[config.mk]
export PLATFORM = sky130hd
export DESIGN_NAME = pipe_stage_reg_flat
export DESIGN_NICKNAME = d
export VERILOG_FILES = /design/src/rtl/pipe_pkg.sv /design/src/rtl/pipe_stage_reg_if.sv /design/src/rtl/pipe_entry.sv /design/src/rtl/pipe_stage_reg.sv /design/src/flat_wrapper.sv
export SDC_FILE = /design/constraint.sdc
export NUM_CORES = 1
export LEC_CHECK = 0
export BUFFER_PORTS_ARGS = -buffer_cell sky130_fd_sc_hd__buf_4
export CAP_MARGIN = 10
export CELL_PAD_IN_SITES_DETAIL_PLACEMENT = 0
export CELL_PAD_IN_SITES_GLOBAL_PLACEMENT = 2
export CORE_ASPECT_RATIO = 1.75
export CORE_UTILIZATION = 37
export DETAILED_ROUTE_END_ITERATION = 7
export PLACE_DENSITY = 0.87
export SYNTH_ARGS = -nofsm -noshare
export SYNTH_HDL_FRONTEND = slang
export SYNTH_SLANG_ARGS = --single-unit
[constraint.sdc]
create_clock -name clk -period 10.91 [get_ports clk]
set_input_delay 1.6365 -clock clk [delete_from_list [all_inputs] [get_ports clk]]
set_output_delay 1.6365 -clock clk [all_outputs]
set_load 0.005 [all_outputs]
[src/rtl/pipe_pkg.sv]
// rtl/pipe_pkg.sv - shared types and per-stage bundle widths for pipeline stage registers
package pipe_pkg;

   typedef enum logic [1:0] {
      EMPTY = 2'd0,
      ONE   = 2'd1,
      FULL  = 2'd2
   } state_t;

   typedef enum logic [1:0] {
      IF_ID  = 2'd0,
      ID_EX  = 2'd1,
      EX_MEM = 2'd2,
      MEM_WB = 2'd3
   } stage_t;

   localparam int IF_ID_DATA_W  = 64;
   localparam int IF_ID_CTRL_W  = 1;
   localparam int ID_EX_DATA_W  = 106;
   localparam int ID_EX_CTRL_W  = 9;
   localparam int EX_MEM_DATA_W = 69;
   localparam int EX_MEM_CTRL_W = 4;
   localparam int MEM_WB_DATA_W = 69;
   localparam int MEM_WB_CTRL_W = 2;

   function automatic int stage_data_w(stage_t s);
      case (s)
         IF_ID:   return IF_ID_DATA_W;
         ID_EX:   return ID_EX_DATA_W;
         EX_MEM:  return EX_MEM_DATA_W;
         default: return MEM_WB_DATA_W;
      endcase
   endfunction

   function automatic int stage_ctrl_w(stage_t s);
      case (s)
         IF_ID:   return IF_ID_CTRL_W;
         ID_EX:   return ID_EX_CTRL_W;
         EX_MEM:  return EX_MEM_CTRL_W;
         default: return MEM_WB_CTRL_W;
      endcase
   endfunction

endpackage

[src/rtl/pipe_stage_reg_if.sv]
// rtl/pipe_stage_reg_if.sv - valid/ready handshake carrying a data and a control bundle
interface pipe_stage_reg_if
   import pipe_pkg::*;
#(
   parameter int DATA_W = stage_data_w(EX_MEM),
   parameter int CTRL_W = stage_ctrl_w(EX_MEM)
);
   logic              valid;
   logic              ready;
   logic [DATA_W-1:0] data;
   logic [CTRL_W-1:0] ctrl;

   modport master (output valid, data, ctrl, input ready);
   modport slave  (input valid, data, ctrl, output ready);
endinterface

[src/rtl/pipe_entry.sv]
// rtl/pipe_entry.sv - one valid+data+ctrl holding register with load and clear
module pipe_entry #(
   parameter int DATA_W = 69,
   parameter int CTRL_W = 4
) (
   input  logic              clk,
   input  logic              rst,
   input  logic              load,
   input  logic              clear,
   input  logic              d_valid,
   input  logic [DATA_W-1:0] d_data,
   input  logic [CTRL_W-1:0] d_ctrl,
   output logic              valid,
   output logic [DATA_W-1:0] data,
   output logic [CTRL_W-1:0] ctrl
);
   // Clearing keeps data but zeroes ctrl so a bubble can never write state downstream.
   always_ff @(posedge clk or posedge rst) begin
      if (rst) begin
         valid <= 1'b0;
         data  <= '0;
         ctrl  <= '0;
      end else if (clear) begin
         valid <= 1'b0;
         ctrl  <= '0;
      end else if (load) begin
         valid <= d_valid;
         data  <= d_data;
         ctrl  <= d_ctrl;
      end
   end
endmodule

[src/rtl/pipe_stage_reg.sv]
// rtl/pipe_stage_reg.sv - pipeline stage register with 2-entry skid buffer and flush-to-bubble
module pipe_stage_reg
   import pipe_pkg::*;
#(
   parameter int DATA_W = stage_data_w(EX_MEM),
   parameter int CTRL_W = stage_ctrl_w(EX_MEM)
) (
   input  logic                    clk,
   input  logic                    rst,
   input  logic                    flush,
   pipe_stage_reg_if.slave         in_if,
   pipe_stage_reg_if.master        out_if,
   output logic [1:0]              occupancy
);
   state_t            state_q;
   state_t            state_d;
   logic              in_ready;
   logic              acc;
   logic              drn;
   logic              main_load_in;
   logic              main_load_skid;
   logic              main_clr;
   logic              skid_load;
   logic              skid_clr;
   logic              main_valid;
   logic [DATA_W-1:0] main_data;
   logic [CTRL_W-1:0] main_ctrl;
   logic              skid_valid;
   logic [DATA_W-1:0] skid_data;
   logic [CTRL_W-1:0] skid_ctrl;

   // Ready comes only from registered state, keeping out_ready off the upstream path.
   assign in_ready = (state_q != FULL);
   assign acc      = in_if.valid & in_ready;
   assign drn      = main_valid & out_if.ready;

   always_ff @(posedge clk or posedge rst) begin
      if (rst) state_q <= EMPTY;
      else     state_q <= state_d;
   end

   always_comb begin
      state_d = state_q;
      if (flush) begin
         state_d = EMPTY;
      end else begin
         case (state_q)
            EMPTY:   if (acc) state_d = ONE;
            ONE:     if (acc && !drn) state_d = FULL;
                     else if (!acc && drn) state_d = EMPTY;
            FULL:    if (drn) state_d = ONE;
            default: state_d = EMPTY;
         endcase
      end
   end

   always_comb begin
      main_load_in   = 1'b0;
      main_load_skid = 1'b0;
      main_clr       = 1'b0;
      skid_load      = 1'b0;
      skid_clr       = 1'b0;
      if (flush) begin
         main_clr = 1'b1;
         skid_clr = 1'b1;
      end else begin
         case (state_q)
            EMPTY: main_load_in = acc;
            ONE: begin
               skid_load    = acc & ~drn;
               main_load_in = acc & drn;
               main_clr     = ~acc & drn;
            end
            FULL: begin
               main_load_skid = drn;
               skid_clr       = drn;
            end
            default: begin
               main_clr = 1'b1;
               skid_clr = 1'b1;
            end
         endcase
      end
      in_if.ready  = in_ready;
      out_if.valid = main_valid;
      out_if.data  = main_data;
      out_if.ctrl  = main_valid ? main_ctrl : '0;
      occupancy    = state_q;
   end

   pipe_entry #(.DATA_W(DATA_W), .CTRL_W(CTRL_W)) u_main (
      .clk     (clk),
      .rst     (rst),
      .load    (main_load_in | main_load_skid),
      .clear   (main_clr),
      .d_valid (main_load_skid ? skid_valid : 1'b1),
      .d_data  (main_load_skid ? skid_data : in_if.data),
      .d_ctrl  (main_load_skid ? skid_ctrl : in_if.ctrl),
      .valid   (main_valid),
      .data    (main_data),
      .ctrl    (main_ctrl)
   );

   pipe_entry #(.DATA_W(DATA_W), .CTRL_W(CTRL_W)) u_skid (
      .clk     (clk),
      .rst     (rst),
      .load    (skid_load),
      .clear   (skid_clr),
      .d_valid (1'b1),
      .d_data  (in_if.data),
      .d_ctrl  (in_if.ctrl),
      .valid   (skid_valid),
      .data    (skid_data),
      .ctrl    (skid_ctrl)
   );
endmodule
[src/flat_wrapper.sv]
// flat-port wrapper written by rule: the top's interface ports become plain ports
module pipe_stage_reg_flat import pipe_pkg::*;
#(
   parameter int DATA_W = stage_data_w(EX_MEM),
   parameter int CTRL_W = stage_ctrl_w(EX_MEM)
)
  (clk, rst, flush, occupancy, in_if_valid, in_if_data, in_if_ctrl, in_if_ready, out_if_valid, out_if_data, out_if_ctrl, out_if_ready);
  pipe_stage_reg_if #(.DATA_W(DATA_W), .CTRL_W(CTRL_W)) in_if_i ();
  pipe_stage_reg_if #(.DATA_W(DATA_W), .CTRL_W(CTRL_W)) out_if_i ();
  input  logic clk;
  input  logic rst;
  input  logic flush;
  output logic [1:0] occupancy;
  input wire logic [$bits(in_if_i.valid)-1:0] in_if_valid;
  input wire logic [$bits(in_if_i.data)-1:0] in_if_data;
  input wire logic [$bits(in_if_i.ctrl)-1:0] in_if_ctrl;
  output wire logic [$bits(in_if_i.ready)-1:0] in_if_ready;
  output wire logic [$bits(out_if_i.valid)-1:0] out_if_valid;
  output wire logic [$bits(out_if_i.data)-1:0] out_if_data;
  output wire logic [$bits(out_if_i.ctrl)-1:0] out_if_ctrl;
  input wire logic [$bits(out_if_i.ready)-1:0] out_if_ready;
  assign in_if_i.valid = in_if_valid;
  assign in_if_i.data = in_if_data;
  assign in_if_i.ctrl = in_if_ctrl;
  assign in_if_ready = in_if_i.ready;
  assign out_if_valid = out_if_i.valid;
  assign out_if_data = out_if_i.data;
  assign out_if_ctrl = out_if_i.ctrl;
  assign out_if_i.ready = out_if_ready;
  pipe_stage_reg #(.DATA_W(DATA_W), .CTRL_W(CTRL_W)) u_core (.clk(clk), .rst(rst), .flush(flush), .in_if(in_if_i), .out_if(out_if_i), .occupancy(occupancy));
endmodule
# Word-level counts from Yosys, hierarchy flattened
# Index checks and enable logic that the tools add are counted.
# Widths: inputs -> output; s select.
op_classes:
  eq_ne: 6
  n_mux: 28
  bitwise: 10
  n_reduce_logical: 12
op_table:
  columns: ["cell", "count"]
  rows:
  - ["$mux 69", 1]
  - ["$mux 4", 6]
  - ["$mux 1", 12]
  - ["$mux 2", 5]
  - ["$ne 3x2->1 const B", 2]
  - ["$pmux 1 s2", 3]
  - ["$pmux 2 s3", 1]
  - ["$and 1x1->1", 5]
  - ["$ne 4x2->1 const B", 1]
  - ["$not 1->1", 4]
  - ["$reduce_and 2->1", 2]
  - ["$reduce_bool 2->1", 2]
  - ["$reduce_or 2->1", 2]
  - ["$reduce_and 3->1", 1]
  - ["$eq 2x1->1 const B", 1]
  - ["$eq 2x2->1 const B", 1]
  - ["$logic_and 1x1->1", 2]
  - ["$logic_not 1->1", 2]
  - ["$logic_not 2->1", 1]
  - ["$ne 2x2->1 const B", 1]
  - ["$or 1x1->1", 1]
totals:
  ff_bits: 150
  inputBits: 78
  out_inout_bits: 77

# Longest topological paths before layout
logic_depth:
  ltp_word: 8
  ltp_mapped: 11
  mapped_depth_nobuf: 8

# Modules after synthesis
# Synthesis repeated with hierarchy kept, for this count alone.
hier_totals:
  hier_cells: 438
  hier_area_um2: 7056.8
by_module_without_submodules:
  columns: ["mod", "instances", "cells_each", "area_per_inst_um2"]
  rows:
  - ["pipe_entry", 2, 164, 2826.5]
  - ["pipe_stage_reg", 1, 110, 1403.8]

# Worst setup path after synthesis
# OpenSTA, ideal clock, no wires.
synth_timing:
  kind: "in2reg"
  startpoint: "in out_if_ready"
  endpoint: "reg u_core.u_main.data[10]"
  setup_time_ns: 0.082
  t_arrival_ns: 3.069
  slack_ns: 7.759
  cell_stages: 9
  path_buffers: 2
  cell_sequence: "nand2_1 > inv_1 > ha_1 > nand3b_1 > nand2_1 > buf_2 > buf_1 > nand3_1 > a31oi_1"
synth_between:
  elab_chain_cells: 6
  word_cells_on_any_way: 13
  cone_classes: "7 x mux; 5 x bitwise; 1 x reduce/logical"
synth_rtl:
  columns: ["element", "line_no", "source"]
  rows:
  - ["start, declared", "flat_wrapper.sv:21", "input wire logic [$bits(out_if_i.ready)-1:0] out_if_ready;"]
  - ["$and 1x1->1 *", "pipe_stage_reg.sv:35", "assign drn = main_valid & out_if.ready;"]
  - ["$and 1x1->1 (on tied branches)", "pipe_stage_reg.sv:71, pipe_stage_reg.sv:72", null]
  - ["$pmux 1 s2", "pipe_stage_reg.sv:67", "case (state_q)"]
  - ["$mux 1", "pipe_stage_reg.sv:63", "if (flush) begin"]
  - ["$or 1x1->1 / $not 1->1 (equally long branches)", null, null]
  - ["$reduce_and 2->1 (no line)", null, null]
  - ["end signal, assigned", "pipe_entry.sv:28", "data <= d_data;"]
  - ["end, declared", "pipe_entry.sv:14", "output logic [DATA_W-1:0] data,"]
# Every way passes the cells marked *; elsewhere a longest branch is shown, timed or not.
# A chain may end at the register's enable or synchronous reset.

# Worst setup path after layout
layout_timing:
  startpoint: "in out_if_ready"
  endpoint: "reg u_core.u_main.data[50]"
# The elaborated chain is that of the path after synthesis.

==> key figures <==
Run status
  • Status: completed

Floorplan
  • Initial core utilization: a little under two fifths
  • Die area: 18,400 um2
  • Row count: 64
  • Core ar.: 17,500 um2
  • I/O Pins: ~160
  • Chip width: just over 100 um
  • Die height: between 150 and 200 um

Placement
  • Placement Setup Slack: between 7 and 8 ns
  • Port Buffers: around 150
  • DP HPWL: about 11 mm
  • RePlAce Congestion: 0.767
  • Inst Count DP: about 950

Global routing
  • First-pass GRT wire length: around 28 mm
  • Largest net degree at the start of global routing: 83
  • GR Overflow Total: 0
  • Vias in the first global route: 5,464
  • Initial antenna violation count: 0
  • All-Layer GR Usage: 20.2%

Timing
  • RSZ-0062 raised after global routing: no
  • F_max: 292 MHz
  • Final setup violation count: 0
  • Post-layout min period: approximately 3.4 ns
  • Final Cycle Share: between 30% and 40%
  • Final hold viol count: 0
  • Setup ws final: roughly 7.5 ns
  • Worst slew pin tran: ~1.1 ns
  • Max transition margin: about 27%
  • Setup TNS: 0 ns
  • Clock Skew: between 0.008 and 0.009 ns
  • Fin. max-slew vios: 0

Worst setup path
  • R2R Setup Slk: ~8.0 ns
  • WP data required: 11.23 ns
  • Nature of the critical path endpoint: flip-flop
  • Max incr delay on CP: about 0.6 ns
  • Worst Path Buf+Inv: 3
  • Most used cell along the critical path: buf_4
  • Critical-path top delay cell: buf_4
  • Top delay family on crit path: buffers and inverters
  • CP Cell Sequence: buf_4, nand2_1, inv_1, ha_1, nand3b_1, nand2_2, buf_4, nand3_1, a31oi_1
  • Critical Path Fanout Max: 52
  • Setup CP Type: in -> reg
  • CP arrival: around 3.7 ns
  • CP Launch Type: primary input

Synth
  • Largest family of logic cells by synthesized area: compound AO/OA/AOI/OAI gates
  • Avg Cell Area, Syn: 10.8 um2
  • Syn Nets: 692
  • FF+latch count, synth: 150
  • Post-Syn Area: ~6600 um2
  • Post-synth cell types: 35
  • Complex-gate fraction of the synthesized area: between 10 and 15%
  • Synth Area in Simple Gates: roughly an eighth
  • Register area share after synthesis: 56.7%
  • Post-Synth Adder-Cell Area: 0.567%
  • XOR/XNOR Fraction of Synth Area: 0%
  • Post-Syn Instances: ~610
  • Synth warnings: 0
  • Post-synthesis mux area share: 12.4%

Clock network
  • H-tree depth: 4
  • CTS tree: done
  • Max Root-Sink Buffers: 2
  • Total CTS buffers: 17
  • Reg clk slew, reported paths: approximately 0.070 ns
  • Setup Buffers After CTS: 0
  • Worst skew pair latency: ~0.41 ns
  • Sinks on the clock net: 150
  • Hold-fix buffers, CTS: 0
  • CTS resizes: 0
  • Clock Root Buffer: clkbuf_16

Routing
  • Avg WL per Cell: 18.5 um
  • Post-route DRC: 0
  • Via count: around 5,300
  • Drt pass-1 iters: 4
  • Routed length on met1: between 7 and 8 mm
  • WL final: around 18 mm
  • Initial drt markers: 265
  • WL met2: 9.76 mm
  • Antenna-violating nets left: 0
  • Uppermost routed layer: met4
  • Avg Vias per Cell: 5.45
  • Met3 wire length: roughly 920 um

Final layout
  • Non-Filler Instances: 979
  • Area Overhead vs Synth: 27.7%
  • Layout net count: 816
  • Layout cell share with drive strength beyond 1: a little over a third
  • Diode count: 0

Hold path
  • Hold crit path type: reg -> reg

Power and ir drop
  • VDD IR max: about 0.09 mV
  • Leak: around 0.0038 uW
  • Power Density: 207 nW/um2

Run
  • Maxcap violations: 0
[worst paths after layout]
check | startpoint | end | cells past startpoint
min in group asynchronous | rst | u_core.u_main.data[31] | 2
max reg2reg | u_core.occupancy[0] | u_core.u_main.data[50] | 9
max | out_if_ready | u_core.u_main.data[50] | 9
min | u_core.u_skid.ctrl[2] | u_core.u_main.ctrl[2] | 2
min reg2reg | u_core.u_skid.ctrl[2] | u_core.u_main.ctrl[2] | 2
max in group asynchronous | rst | u_core.u_skid.data[58] | 3
[worst register-to-register path, cell delays in order, from the launching register on]
cell	delay (ns)
dfrtp_1	0.59
nand2b_4	0.25
and2_1	0.20
inv_1	0.06
ha_1	0.20
nand3b_1	0.18
nand2_2	0.33
buf_4	0.60
nand3_1	0.16
a31oi_1	0.25
[stage by stage]
step                      utilization, %  hold slack, ns  total power, uW  area (um2)
final                               48.4           0.507             1750        8450
after global routing                48.4           0.519             1840        8450
after CTS                           48.4           0.502             1760        8450
after detailed placement            44.8           0.496             1130        7820
after global placement              44.8           0.485             1110        7820
after floorplan                        -           0.451              957        6620
[synth_stat cells, drive strengths merged]
cell type	n	area share (%)
o21ba	1	0.15
nand3b	1	0.11
or2	1	0.095
ha	3	0.57
nand4b	1	0.13
nand3	69	5.2
o41ai	1	0.13
and2	6	0.59
nand2b	4	0.53
a21oi	8	0.66
clkbuf	24	1.4
o21bai	1	0.11
and3	1	0.095
or3	1	0.17
dfrtp	150	57
inv	3	0.17
a31oi	69	6.5
nor3	1	0.076
mux2	69	12
o21a	1	0.11
a22o	4	0.53
buf	31	3.1
nand2	8	0.45
nor2	76	4.4
o21ai	73	5.5
mux2i	4	0.61
[cell usage in the layout (no fill, tap or decap), types with 2 or more instances in the layout]
master / n
inv_6: 5
clkinvlp_4: 2
mux2_2: 69
and2_1: 5
nand2_1: 7
clkbuf_16: 17
a21oi_1: 7
a31oi_1: 69
dfrtp_1: 150
ha_1: 3
nand2b_1: 2
a22o_1: 4
inv_1: 2
mux2i_1: 4
clkbuf_1: 2
o21ai_0: 73
nand3_1: 69
nor2_1: 75
buf_4: 160
bufinv_16: 4
[cell type report]
| type | count | area, um2 |
|---|---|---|
| clock buffers | 19 | 433 |
| clock inverters | 13 | 195 |
| fillers | 1645 | 9010 |
| inverters | 3 | 16.3 |
| multi-input cells | 403 | 2560 |
| flip-flops and latches | 150 | 3750 |
| well taps | 231 | 289 |
| repair buffers | 160 | 1200 |
[flip-flops by register name, indices dropped and copies added, names as in the netlist]
register	flops
u_core.u_main.ctrl	4
u_core.occupancy	2
u_core.u_main.data	69
u_core.u_skid.data	69
u_core.u_skid.ctrl	4
u_core.u_main.valid	1
u_core.u_skid.valid	1
[per-layer routing]
metal  vias to the layer above  track usage [%]
met4                         0             8.69
met3                        23             4.13
li1                       2436                -
met2                       157             36.2
met1                      2720             22.6
met5                         -                0
[logic make-up (layout without fill, tap and decap cells)]
kind of cell,Yosys count,in the layout
fa+ha+maj,3,3
flops,150,150
mux,73,73
compound gates,158,158
buf+inv,58,195
simple gates,169,169
[report_power, final]
part           internal [uW]  switching (uW)
sequential               703            83.9
clock                    388             240
combinational            193             138
Note: power is estimated with default switching activity, not from simulation.
